File: config.mk
export PLATFORM = sky130hd
export DESIGN_NAME = cp0
export DESIGN_NICKNAME = d
export VERILOG_FILES = /design/src/rtl/cp0.sv
export SDC_FILE = /design/constraint.sdc
export NUM_CORES = 1
export LEC_CHECK = 0
export CAP_MARGIN = 10
export CORE_AREA = 2 2 101 103
export CTS_BUF_LIST = sky130_fd_sc_hd__clkbuf_8
export DETAILED_ROUTE_END_ITERATION = 7
export DIE_AREA = 0 0 103 105
export HOLD_SLACK_MARGIN = 0.15
export PLACE_DENSITY = 0.77
export SLEW_MARGIN = 20
export SYNTH_ARGS = -nofsm -noshare
export SYNTH_HDL_FRONTEND = slang
export SYNTH_SLANG_ARGS = --single-unit
File: constraint.sdc
create_clock -name clk -period 2 [get_ports clk]
set_input_delay 0.4 -clock clk [delete_from_list [all_inputs] [get_ports clk]]
set_output_delay 0.4 -clock clk [all_outputs]
set_load 0.01 [all_outputs]
File: src/rtl/cp0.sv
// Coprocessor-0: SR/Cause/EPC/PRId state, interrupt/exception request, mfc0/mtc0/eret.
// Optional BadVAddr register (reg 8) and BadVAddrIn port when CP0_BADVADDR_EN is defined.
module cp0 #(
   parameter logic [31:0] PRID_VALUE = 32'h2206_0007,
   parameter logic [31:0] HANDLER_PC = 32'h0000_4180
) (
   input  logic        clk,
   input  logic        reset,
   input  logic        en,
   input  logic [4:0]  CP0Add,
   input  logic [31:0] CP0In,
   output logic [31:0] CP0Out,
   input  logic [31:0] VPC,
   input  logic        BDIn,
   input  logic [4:0]  ExcCodeIn,
   input  logic [5:0]  HWInt,
   input  logic        EXLClr,
`ifdef CP0_BADVADDR_EN
   input  logic [31:0] BadVAddrIn,
`endif
   output logic [31:0] EPCOut,
   output logic [31:0] HandlerPC,
   output logic        Req
);

   logic [5:0]  im_reg;
   logic        exl_reg;
   logic        ie_reg;
   logic        bd_reg;
   logic [5:0]  ip_reg;
   logic [4:0]  exc_code_reg;
   logic [31:0] epc_reg;
`ifdef CP0_BADVADDR_EN
   logic [31:0] badvaddr_reg;
`endif

   logic        int_req;
   logic        exc_req;
   logic [31:0] pc_aligned;
   logic [31:0] epc_next;

   // Live HWInt (not IP) so an interrupt edge is taken in the same cycle.
   assign int_req    = (|(HWInt & im_reg)) & ie_reg & ~exl_reg;
   assign exc_req    = (ExcCodeIn != 5'd0) & ~exl_reg;
   assign Req        = int_req | exc_req;
   assign pc_aligned = VPC & ~32'd3;
   assign epc_next   = BDIn ? pc_aligned - 32'd4 : pc_aligned;
   assign EPCOut     = epc_reg;
   assign HandlerPC  = HANDLER_PC;

   always_ff @(posedge clk) begin
      if (reset) begin
         im_reg       <= '0;
         exl_reg      <= 1'b0;
         ie_reg       <= 1'b0;
         bd_reg       <= 1'b0;
         ip_reg       <= '0;
         exc_code_reg <= '0;
         epc_reg      <= '0;
`ifdef CP0_BADVADDR_EN
         badvaddr_reg <= '0;
`endif
      end else begin
         ip_reg <= HWInt;
         if (Req) begin
            exl_reg      <= 1'b1;
            bd_reg       <= BDIn;
            exc_code_reg <= int_req ? 5'd0 : ExcCodeIn;
            epc_reg      <= epc_next;
`ifdef CP0_BADVADDR_EN
            if (!int_req && (ExcCodeIn == 5'd4 || ExcCodeIn == 5'd5))
               badvaddr_reg <= BadVAddrIn;
`endif
         end else if (EXLClr) begin
            exl_reg <= 1'b0;
         end else if (en) begin
            if (CP0Add == 5'd12) begin
               im_reg  <= CP0In[15:10];
               exl_reg <= CP0In[1];
               ie_reg  <= CP0In[0];
            end else if (CP0Add == 5'd14) begin
               epc_reg <= CP0In;
            end
         end
      end
   end

   always_comb begin
      CP0Out = '0;
      case (CP0Add)
`ifdef CP0_BADVADDR_EN
         5'd8:    CP0Out = badvaddr_reg;
`endif
         5'd12:   CP0Out = {16'd0, im_reg, 8'd0, exl_reg, ie_reg};
         5'd13:   CP0Out = {bd_reg, 15'd0, ip_reg, 3'd0, exc_code_reg, 2'd0};
         5'd14:   CP0Out = epc_reg;
         5'd15:   CP0Out = PRID_VALUE;
         default: CP0Out = '0;
      endcase
   end

endmodule
==> impl_metrics.json, run 1 <==
{
  "core_um2": 9639,
  "synth_edf_count": 0,
  "max_clock_freq_mhz": 483.6,
  "netlist_area_um2": 3507,
  "ys.flop_type": "dfxtp_1",
  "yosysSeqAreaShare_pct": 29.68,
  "combPwrFrac_pct": 32.0,
  "synth_top_area_share_pct": 29.68,
  "grt_use_total_pct": 21.91,
  "dp_hpwl_mm": 9.498,
  "max_stage_delay_ns": 0.52,
  "critPathKind": "primary input to primary output",
  "start_util_pct": 36.38,
  "die_area_um2": 10820,
  "fin_area_um2": 5798,
  "period_share_pct": 103.4,
  "cts_root_buf": "clkbuf_8",
  "gr-usage-met3_pct": 2.475,
  "final_util_pct": 60.15,
  "ys_top_cells_by_area": "dfxtp_1 30%, a211oi_1 10%, mux2i_1 7.4%",
  "synthCells": 422,
  "placed_area_um2": 5429,
  "p_int_mw": 1.801,
  "start_kind": "primary input",
  "clockPowerShare_pct": 23.6,
  "drt_iter0_drc": 156,
  "dp_slack_ns": -0.7726,
  "insertion_delay_ns": 0.30,
  "die_x_um": 103,
  "met2_usage_pct": 38.59,
  "htreeDepth": 2,
  "grt-busiest-layer": "met2",
  "ant_nets": 0,
  "arrival_ns": 1.67,
  "critical_path.top_delay_family": "simple AND/OR/NAND/NOR gates",
  "final.setup.worst_slack_ns": -0.06786,
  "floorplan.rows": 36,
  "p_sw_mw": 0.8245,
  "finalWeightedCongestion": 0.9576,
  "critical_path_peak_fanout": 2,
  "cts.path.max_buffers": 2,
  "drv_cap": 0,
  "r2r_start": "im_reg[3]",
  "synth_commonest_cells": "52 x dfxtp_1, 48 x a211oi_1, 48 x nor2_1",
  "run_status": "complete, but fails checks",
  "grt_pass1_vias": 3791,
  "syn_to_final_growth_pct": 65.32,
  "worstHoldEndpoint": "ip_reg[3]",
  "yosysWarnings": 0,
  "finalHoldViolations": 0,
  "grt_max_degree": 44,
  "wl_mm": 12.73,
  "crit_slowest_cell": "or4_4",
  "numClockSinks": 52,
  "yosysTopAreaCell": "dfxtp_1",
  "p_sw_share_pct": 31.41,
  "ys_seq_elements": 52,
  "die_h_um": 105,
  "powerDensity_nw_per_um2": 452.8,
  "critPathRequiredTime_ns": 1.60,
  "gr-total-overflow": 0,
  "hp-start": "HWInt[3]",
  "seq_power_share_pct": 44.4,
  "worstRegToRegCells": 8,
  "endpoint_kind": "primary output",
  "yosysMostFrequentCell": "dfxtp_1",
  "finalNetCount": 713,
  "cts_tree": "built",
  "largest_reg_flops": 32,
  "dp_cells": 744,
  "holdPathStages": 2,
  "worstPathCellList": "dlygate4sd2_1 > or4_4 > o21ai_4 > and2_4 > inv_4 > buf_6",
  "setup_violations": 4,
  "cp_num_buf_inv": 3,
  "drt-pass1-iter-count": 4,
  "grt_pass1_wl_mm": 18.84,
  "antenna_found_initial": 0,
  "rsz0062_at_grt": "yes",
  "r2r_setup_slack_ns": -0.01,
  "route.detailed.drc": 0,
  "finClkSkew_ns": 0.01200,
  "final.min_clock_period_ns": 2.068,
  "r2r-end": "EPCOut[11]",
  "cellLeakagePower_nw": 2.550,
  "use_met1_pct": 27.71,
  "diodes": 0,
  "portBuffers": 147,
  "io_pins": 182,
  "violations": "negative setup slack",
  "vias_per_cell": 5.043,
  "cts_made_buffers": 5,
  "synth_cell_types": 50,
  "hp-class": "primary input to flop",
  "avgRoutedWirePerCell_um": 16.73,
  "async_reset_ff_share_pct": 0,
  "clk_pin_slew_ns": 0.10,
  "drive_above_1_share_pct": 23.25,
  "vias": 3838,
  "final_max_slew_viol_count": 0,
  "peakVddDrop_mv": 0.2975,
  "syn_area_per_cell_um2": 8.311,
  "instances_no_fill": 761
}
cells in the final DEF (no fill, tap or decap), types with 4 or more instances in the layout:
| cell type | n |
|---|---|
| clkbuf_8 | 5 |
| dfxtp_1 | 50 |
| dlymetal6s2s_1 | 17 |
| clkbuf_2 | 4 |
| or4_4 | 4 |
| nor2_1 | 48 |
| buf_6 | 9 |
| nor2b_1 | 28 |
| nor4_4 | 4 |
| o21ai_0 | 4 |
| and3_1 | 15 |
| mux2i_1 | 26 |
| nand2_1 | 14 |
| conb_1 | 32 |
| a21oi_1 | 15 |
| xor2_1 | 13 |
| a211oi_2 | 7 |
| a211oi_1 | 40 |
| nor3_1 | 7 |
| clkdlybuf4s15_1 | 11 |
| buf_4 | 75 |
| xnor2_1 | 10 |
| nand3_1 | 11 |
| a22oi_1 | 5 |
| dlygate4sd2_1 | 34 |
| clkdlybuf4s50_1 | 76 |
worst max-delay path by stage:
| stage | startpoint | endpoint | slack, ns | depth (start not counted) |
|---|---|---|---|---|
| after floorplan | VPC[19] | EPCOut[27] | 0.006 | 5 |
| after global placement | ExcCodeIn[1] | Req | -0.75 | 6 |
| after detailed placement | ExcCodeIn[1] | Req | -0.77 | 6 |
| after CTS | ExcCodeIn[4] | Req | -0.10 | 6 |
| after global routing | im_reg[3] | Req | -0.11 | 6 |
| final | ExcCodeIn[2] | Req | -0.07 | 6 |
kinds of logic (layout without fill, tap and decap cells):
group                    after synthesis  after routing  share of synthesized area [%]
XOR/XNOR                              24             24                          5.994
adder cells (fa/ha/maj)                1              1                         0.3567
buffers and inverters                 67            243                          12.20
AND/OR/NAND/NOR                      164            164                          26.83
multiplexers                          26             26                          7.421
other                                  2             32                         0.2141
flip-flops                            52             52                          29.68
AO/OA/AOI/OAI                         86             86                          17.30
per-stage QoR:
step	hold slack, ns	TNS [ns]	total power, mW
3_5_place_dp	0.4505	-39.20	1.979
4_1_cts	0.4535	-0.1938	2.606
6_report	0.4543	-0.1038	2.625
3_3_place_gp	0.4425	-37.20	1.961
2_1_floorplan	0.4288	0	1.549
5_1_grt	0.4621	-1.222	2.742
power by group through the flow:
stage	registers [mW]	logic, mW	clock network (mW)
2_1_floorplan	1.20	0.350	0
3_3_place_gp	1.19	0.775	0
3_5_place_dp	1.19	0.790	0
4_1_cts	1.17	0.806	0.634
5_1_grt	1.18	0.896	0.672
6_report	1.17	0.839	0.620
layer usage:
layer	up-vias	wire (um)
li1	1858	-
met1	1814	5341
met2	152	6479
met3	14	731
met4	0	181
met5	-	0
worst register-to-register path, delay by kind of cell (launching register included):
| family | cells | cell delay (ns) |
|---|---|---|
| buffers and inverters | 3 | 0.48 |
| DFF | 1 | 0.35 |
| and+or+nand+nor | 1 | 0.15 |
| AOI/OAI and AO/OA | 4 | 0.91 |
cell type report:
class	instances	area (um2)
Fill cell	867	3841
Multi-Input combinational cell	333	2360
Timing Repair Buffer	231	2121
Sequential cell	52	1044
Tap cell	133	166.4
Clock buffer	5	68.82
Clock inverter	3	21.27
Inverter	4	17.52
repair_timing:
action                     in CTS  in global routing
hold buffers                    0                  0
pin swaps                      14                 22
resized for setup             104                 53
setup endpoints to repair      79                 34
gates cloned                    2                  0
setup buffers                   2                  6
Power figures use the tool's default switching activity.
==> run 2: changes to the inputs <==
--- a/config.mk
+++ b/config.mk
@@ -5,13 +5,15 @@
 export SDC_FILE = /design/constraint.sdc
 export NUM_CORES = 1
 export LEC_CHECK = 0
+export ABC_AREA = 1
 export CAP_MARGIN = 10
-export CORE_AREA = 2 2 101 103
+export CORE_AREA = 2 2 103 105
 export CTS_BUF_LIST = sky130_fd_sc_hd__clkbuf_8
 export DETAILED_ROUTE_END_ITERATION = 7
-export DIE_AREA = 0 0 103 105
+export DIE_AREA = 0 0 105 107
 export HOLD_SLACK_MARGIN = 0.15
-export PLACE_DENSITY = 0.77
+export PLACE_DENSITY = 0.78
+export SKIP_LAST_GASP = 1
 export SLEW_MARGIN = 20
 export SYNTH_ARGS = -nofsm -noshare
 export SYNTH_HDL_FRONTEND = slang
==> run 2 against run 1 <==
Against the previous run: the flow now finishes without violations; final area increased by 1.8%; total power increased by 1.1%; cell count is 27% higher; via count grew 17%; combinational power is 0.8% lower; count of clock-buffer cells in the layout unchanged; largest cell class unchanged.
==> impl_metrics.json, run 2 <==
{
  "portBuffers": 147,
  "relSlewSlack_pct": 61.58,
  "finalNetCount": 918,
  "synthCells": 629,
  "hold_ws_ns": 0.4818,
  "max_stage_delay_ns": 0.28,
  "cellLeakagePower_nw": 2.756,
  "cts_made_buffers": 5,
  "synth_commonest_cells": "190 x nand2_1, 79 x nor2_1, 75 x inv_1",
  "clk_pin_slew_ns": 0.10,
  "critPathRequiredTime_ns": 1.60,
  "cts_root_buf": "clkbuf_8",
  "largest_reg_flops": 32,
  "dp_hpwl_mm": 10.04,
  "vias_per_cell": 4.621,
  "numClockSinks": 52,
  "drt-pass1-iter-count": 4,
  "worstMarginPinSlew_ns": 0.5757,
  "yosysMostFrequentCell": "nand2_1",
  "grt_pass1_vias": 4147,
  "vias": 4478,
  "diodes": 0,
  "ys_top_cells_by_area": "dfxtp_1 28%, nand2_1 19%, nor2_1 7.9%",
  "period_share_pct": 97.49,
  "worstPathCellList": "dlygate4sd2_1 > nor2_4 > buf_4 > nand3_1 > nand3_1 > dlygate4sd2_1",
  "floorplan.rows": 37,
  "yosysTopAreaCell": "dfxtp_1",
  "syn_area_per_cell_um2": 5.991,
  "setup_violations": 0,
  "finalHoldViolations": 0,
  "critical_path_peak_fanout": 7,
  "async_reset_ff_share_pct": 0,
  "die_x_um": 105,
  "startpoint": "CP0Add[4]",
  "ys_seq_elements": 52,
  "final_common_cell": "nand2_1",
  "die_area_um2": 11240,
  "insertion_delay_ns": 0.31,
  "htreeDepth": 2,
  "hp-start": "EPCOut[28]",
  "r2r_start": "im_reg[3]",
  "drv_cap": 0,
  "drive_above_1_share_pct": 16.09,
  "p_total_mw": 2.653,
  "endpoint_kind": "primary output",
  "yosysWarnings": 0,
  "yosysSeqAreaShare_pct": 27.62,
  "drt_iter0_drc": 198,
  "powerDensity_nw_per_um2": 449.4,
  "holdPathStages": 2,
  "route.detailed.drc": 0,
  "cts_tree": "built",
  "finClkSkew_ns": 0.01213,
  "worstHoldEndpoint": "EPCOut[28]",
  "grt_max_degree": 35,
  "io_pins": 182,
  "synth_top_area_share_pct": 27.62,
  "critical_path.top_delay_family": "buffers and inverters",
  "gr-total-overflow": 0,
  "cp_num_buf_inv": 3,
  "antenna_found_initial": 0,
  "core_um2": 10090,
  "final.min_clock_period_ns": 1.950,
  "avgRoutedWirePerCell_um": 13.16,
  "grt_pass1_wl_mm": 20.51,
  "run_status": "completed",
  "worstRegToRegCells": 12,
  "ant_nets": 0,
  "rsz0062_at_grt": "yes",
  "r2r-end": "EPCOut[26]",
  "cts.path.max_buffers": 2,
  "crit_slowest_cell": "dlygate4sd2_1",
  "hold_buffers": 0,
  "critPathKind": "primary input to primary output",
  "finalWeightedCongestion": 0.9312,
  "syn_to_final_growth_pct": 56.67,
  "max_clock_freq_mhz": 512.8,
  "final_max_slew_viol_count": 0,
  "start_kind": "primary input",
  "mostFrequentLayoutCells": "185 x nand2_1, 109 x clkdlybuf4s50_1, 77 x nor2_1, 74 x inv_1, 59 x buf_4",
  "peakVddDrop_mv": 0.3042,
  "netlist_area_um2": 3769,
  "synth_edf_count": 0,
  "grt_use_total_pct": 22.59,
  "arrival_ns": 1.55,
  "synth_cell_types": 35,
  "r2r_setup_slack_ns": 0.32,
  "ys.flop_type": "dfxtp_1",
  "wl_mm": 12.75,
  "start_util_pct": 37.34,
  "die_h_um": 107,
  "hp-class": "flop to flop"
}
[run 2: power breakdown]
group / switching [mW] / leakage (nW) / internal [mW] / total, mW
registers: 0.0529 / 0.430 / 1.11 / 1.16
clock network: 0.400 / 0.0463 / 0.258 / 0.658
logic: 0.407 / 2.28 / 0.425 / 0.832
[run 2: routing by layer]
layer	track usage (%)	vias up	wire (um)
met5	0	-	0
met4	4.476	0	194
met3	3.465	17	926
met2	39.01	171	6079
met1	29.96	1974	5551
li1	-	2316	-
[run 2: per-stage QoR]
step,worst slack (ns),TNS [ns],instance area [um2],utilization (%),cells
finish,0.05010,0,5904,58.50,969
global route,-0.02546,-0.04644,5904,58.50,969
CTS,-0.04501,-0.04501,5868,58.15,969
detailed placement,-0.5851,-28.99,5702,56.50,954
global placement,-0.5470,-27.58,5702,56.50,954
floorplan,0.3390,0,3881,-,659
[run 2: worst register-to-register path, stage by stage (launching register included)]
cell and delay [ns]:
dfxtp_1 0.34, nand2_1 0.06, nand2_1 0.06, a21oi_2 0.13
nand2_1 0.11, nand3_2 0.08, nand2_2 0.07, buf_8 0.17
inv_2 0.15, buf_12 0.17, o21ai_0 0.10, nand2_1 0.06
a21oi_1 0.05
[run 2: how the worst max path moves through the flow]
stage | endpoint | cells after the start
floorplan | CP0Out[0] | 6
global placement | CP0Out[12] | 8
detailed placement | CP0Out[11] | 8
CTS | Req | 8
global route | CP0Out[13] | 8
finish | CP0Out[15] | 6
[run 2: area by class of cell]
cell class / instances / area [um2]
Fill cell: 1009 / 4188
Multi-Input combinational cell: 478 / 2250
Timing Repair Buffer: 216 / 2023
Sequential cell: 52 / 1041
Inverter: 78 / 315.3
Tap cell: 136 / 170.2
Clock buffer: 5 / 68.82
Clock inverter: 3 / 27.53
Timing Repair inverter: 1 / 8.758
[run 2: cells by family after synthesis]
kind of cell	share of synthesized area (%)
AOI/OAI and AO/OA	11.85
xor gates and xnor gates	2.789
adders and majority gates	0.3320
buffers and inverters	17.16
DFF	27.62
other	0.1993
and+or+nand+nor	40.04
[run 2: what timing repair did]
item,CTS,global route
pin swaps,4,2
setup buffers,5,0
gates resized for setup,114,23
setup endpoints to repair,38,47
gates cloned,2,0
==> run 3: changes to the inputs <==
--- a/config.mk
+++ b/config.mk
@@ -7,10 +7,11 @@
 export LEC_CHECK = 0
 export ABC_AREA = 1
 export CAP_MARGIN = 10
-export CORE_AREA = 2 2 103 105
+export CORE_AREA = 5 5 106 108
 export CTS_BUF_LIST = sky130_fd_sc_hd__clkbuf_8
+export CTS_CLUSTER_DIAMETER = 120
 export DETAILED_ROUTE_END_ITERATION = 7
-export DIE_AREA = 0 0 105 107
+export DIE_AREA = 0 0 111 113
 export HOLD_SLACK_MARGIN = 0.15
 export PLACE_DENSITY = 0.78
 export SKIP_LAST_GASP = 1
==> run 3 against run 2 <==
Against the previous run: sequential power barely moved; register-to-register slack improved by 0.02 ns; non-clock buffer count rose by 1; sequential cell count did not move; highest routed layer unchanged; largest cell class unchanged; clock power fell by 0.9%.
==> impl_metrics.json, run 3 (synthesis gave the netlist of run 2 again) <==
{
  "hp-start": "exc_code_reg[1]",
  "multiInputGateArea_um2": 2231,
  "clk_pin_slew_ns": 0.10,
  "die_h_um": 113,
  "critical_path_peak_fanout": 6,
  "final_util_pct": 57.62,
  "worstRegToRegCells": 11,
  "r2r_start": "im_reg[0]",
  "cts_root_buf": "clkbuf_8",
  "cpMostUsedCell": "nand2_1",
  "critPathKind": "primary input to primary output",
  "avgRoutedWirePerCell_um": 13.61,
  "crit_slowest_cell": "dlygate4sd2_1",
  "setup_violations": 0,
  "core_um2": 10140,
  "run_status": "completed",
  "grt_pass1_vias": 4285,
  "vias_per_cell": 4.631,
  "grt_pass1_wl_mm": 21.07,
  "hold_ws_ns": 0.4845,
  "dp_hpwl_mm": 10.50,
  "portBuffers": 147,
  "hp-class": "flop to flop",
  "route.detailed.drc": 0,
  "finalWeightedCongestion": 0.8859,
  "rsz0062_at_grt": "yes",
  "gr-total-overflow": 0,
  "insertion_delay_ns": 0.31,
  "ant_nets": 0,
  "finClkSkew_ns": 0.007915,
  "htreeDepth": 2,
  "drt-pass1-iter-count": 7,
  "regArea_um2": 1041,
  "start_kind": "primary input",
  "p_total_mw": 2.645,
  "fin_area_um2": 5842,
  "fillers": 990,
  "start_util_pct": 37.17,
  "worstPathCellList": "dlygate4sd2_1 > nand2_2 > nor2_2 > nand2_1 > inv_2 > buf_4 > nand2_1 > nand3_1 > clkdlybuf4s15_2",
  "placed_area_um2": 5689,
  "grt_use_total_pct": 20.21,
  "max_clock_freq_mhz": 521.0,
  "instances_no_fill": 970,
  "numClockSinks": 52,
  "mostFrequentLayoutCells": "187 x nand2_1, 109 x clkdlybuf4s50_1, 76 x nor2_1, 74 x inv_1, 63 x buf_4",
  "r2r_setup_slack_ns": 0.34,
  "critical_path.top_delay_family": "buffers and inverters",
  "grt_max_degree": 35,
  "io_pins": 182,
  "finalNetCount": 919,
  "critPathRequiredTime_ns": 1.60,
  "die_area_um2": 12540,
  "vias": 4492,
  "final_max_slew_viol_count": 0,
  "arrival_ns": 1.52,
  "r2r-end": "EPCOut[3]",
  "powerDensity_nw_per_um2": 452.7,
  "floorplan.rows": 37,
  "drt_iter0_drc": 284,
  "cts_made_buffers": 5,
  "hold_buffers": 0,
  "peakVddDrop_mv": 0.3092,
  "startpoint": "CP0Add[3]",
  "worstSetupEndpoint": "CP0Out[14]",
  "endpoint_kind": "primary output",
  "syn_to_final_growth_pct": 55.01,
  "cp_num_buf_inv": 4,
  "cts.path.max_buffers": 2,
  "max_stage_delay_ns": 0.22,
  "dp_cells": 954,
  "diodes": 0,
  "largest_reg_flops": 32,
  "drive_above_1_share_pct": 16.31,
  "wl_mm": 13.20,
  "cellLeakagePower_nw": 2.749,
  "drv_cap": 0,
  "finalHoldViolations": 0,
  "period_share_pct": 95.97,
  "final.min_clock_period_ns": 1.919,
  "cp.depth": 9,
  "final_common_cell": "nand2_1",
  "antenna_found_initial": 0,
  "die_x_um": 111,
  "cts_tree": "built"
}
run 3: worst min-delay path by stage:
stage	end	slack, ns	cells past startpoint
floorplan	exc_code_reg[1]	0.45	2
global placement	exc_code_reg[2]	0.46	2
detailed placement	exc_code_reg[1]	0.47	2
CTS	im_reg[1]	0.49	2
global route	exc_code_reg[4]	0.51	2
finish	exc_code_reg[1]	0.48	2
run 3: area by class of cell:
type                            instances  area share (%)
Clock buffer                            5           1.178
Timing Repair Buffer                  217           34.01
Inverter                               78           5.312
Clock inverter                          3          0.4712
Timing Repair inverter                  1          0.1071
Multi-Input combinational cell        478           38.19
Tap cell                              136           2.913
Sequential cell                        52           17.82
run 3: timing repair:
| item | in CTS | in global routing |
|---|---|---|
| buffers inserted | 7 | 0 |
| gates resized for setup | 114 | 12 |
| gates cloned | 1 | 0 |
| endpoints found under the setup margin | 33 | 33 |
| pin swaps | 5 | 3 |
run 3: worst register-to-register path, delay by kind of cell (launching register included):
kind,cells,cell delay [ns]
AOI/OAI and AO/OA,2,0.22
buffers and inverters,4,0.55
and+or+nand+nor,5,0.43
DFF,1,0.37
run 3: report_power, final:
group          internal [mW]  total, mW  switching (mW)
Clock                  0.258      0.652           0.394
Combinational          0.420      0.830           0.410
Sequential              1.11       1.16          0.0527
run 3: routing by layer:
layer | vias up | global-route usage (%) | share of wire, %
met2 | 161 | 34.87 | 48
li1 | 2324 | - | -
met3 | 12 | 3.529 | 7.1
met4 | 0 | 4.105 | 1.1
met1 | 1995 | 26.65 | 44
met5 | - | 0 | 0
run 3: per-stage QoR:
stage / TNS, ns / setup WS [ns]
floorplan: 0 / 0.3390
global placement: -25.50 / -0.5413
detailed placement: -26.87 / -0.5520
CTS: 0 / 0.01623
global route: -0.008654 / -0.008654
finish: 0 / 0.08053
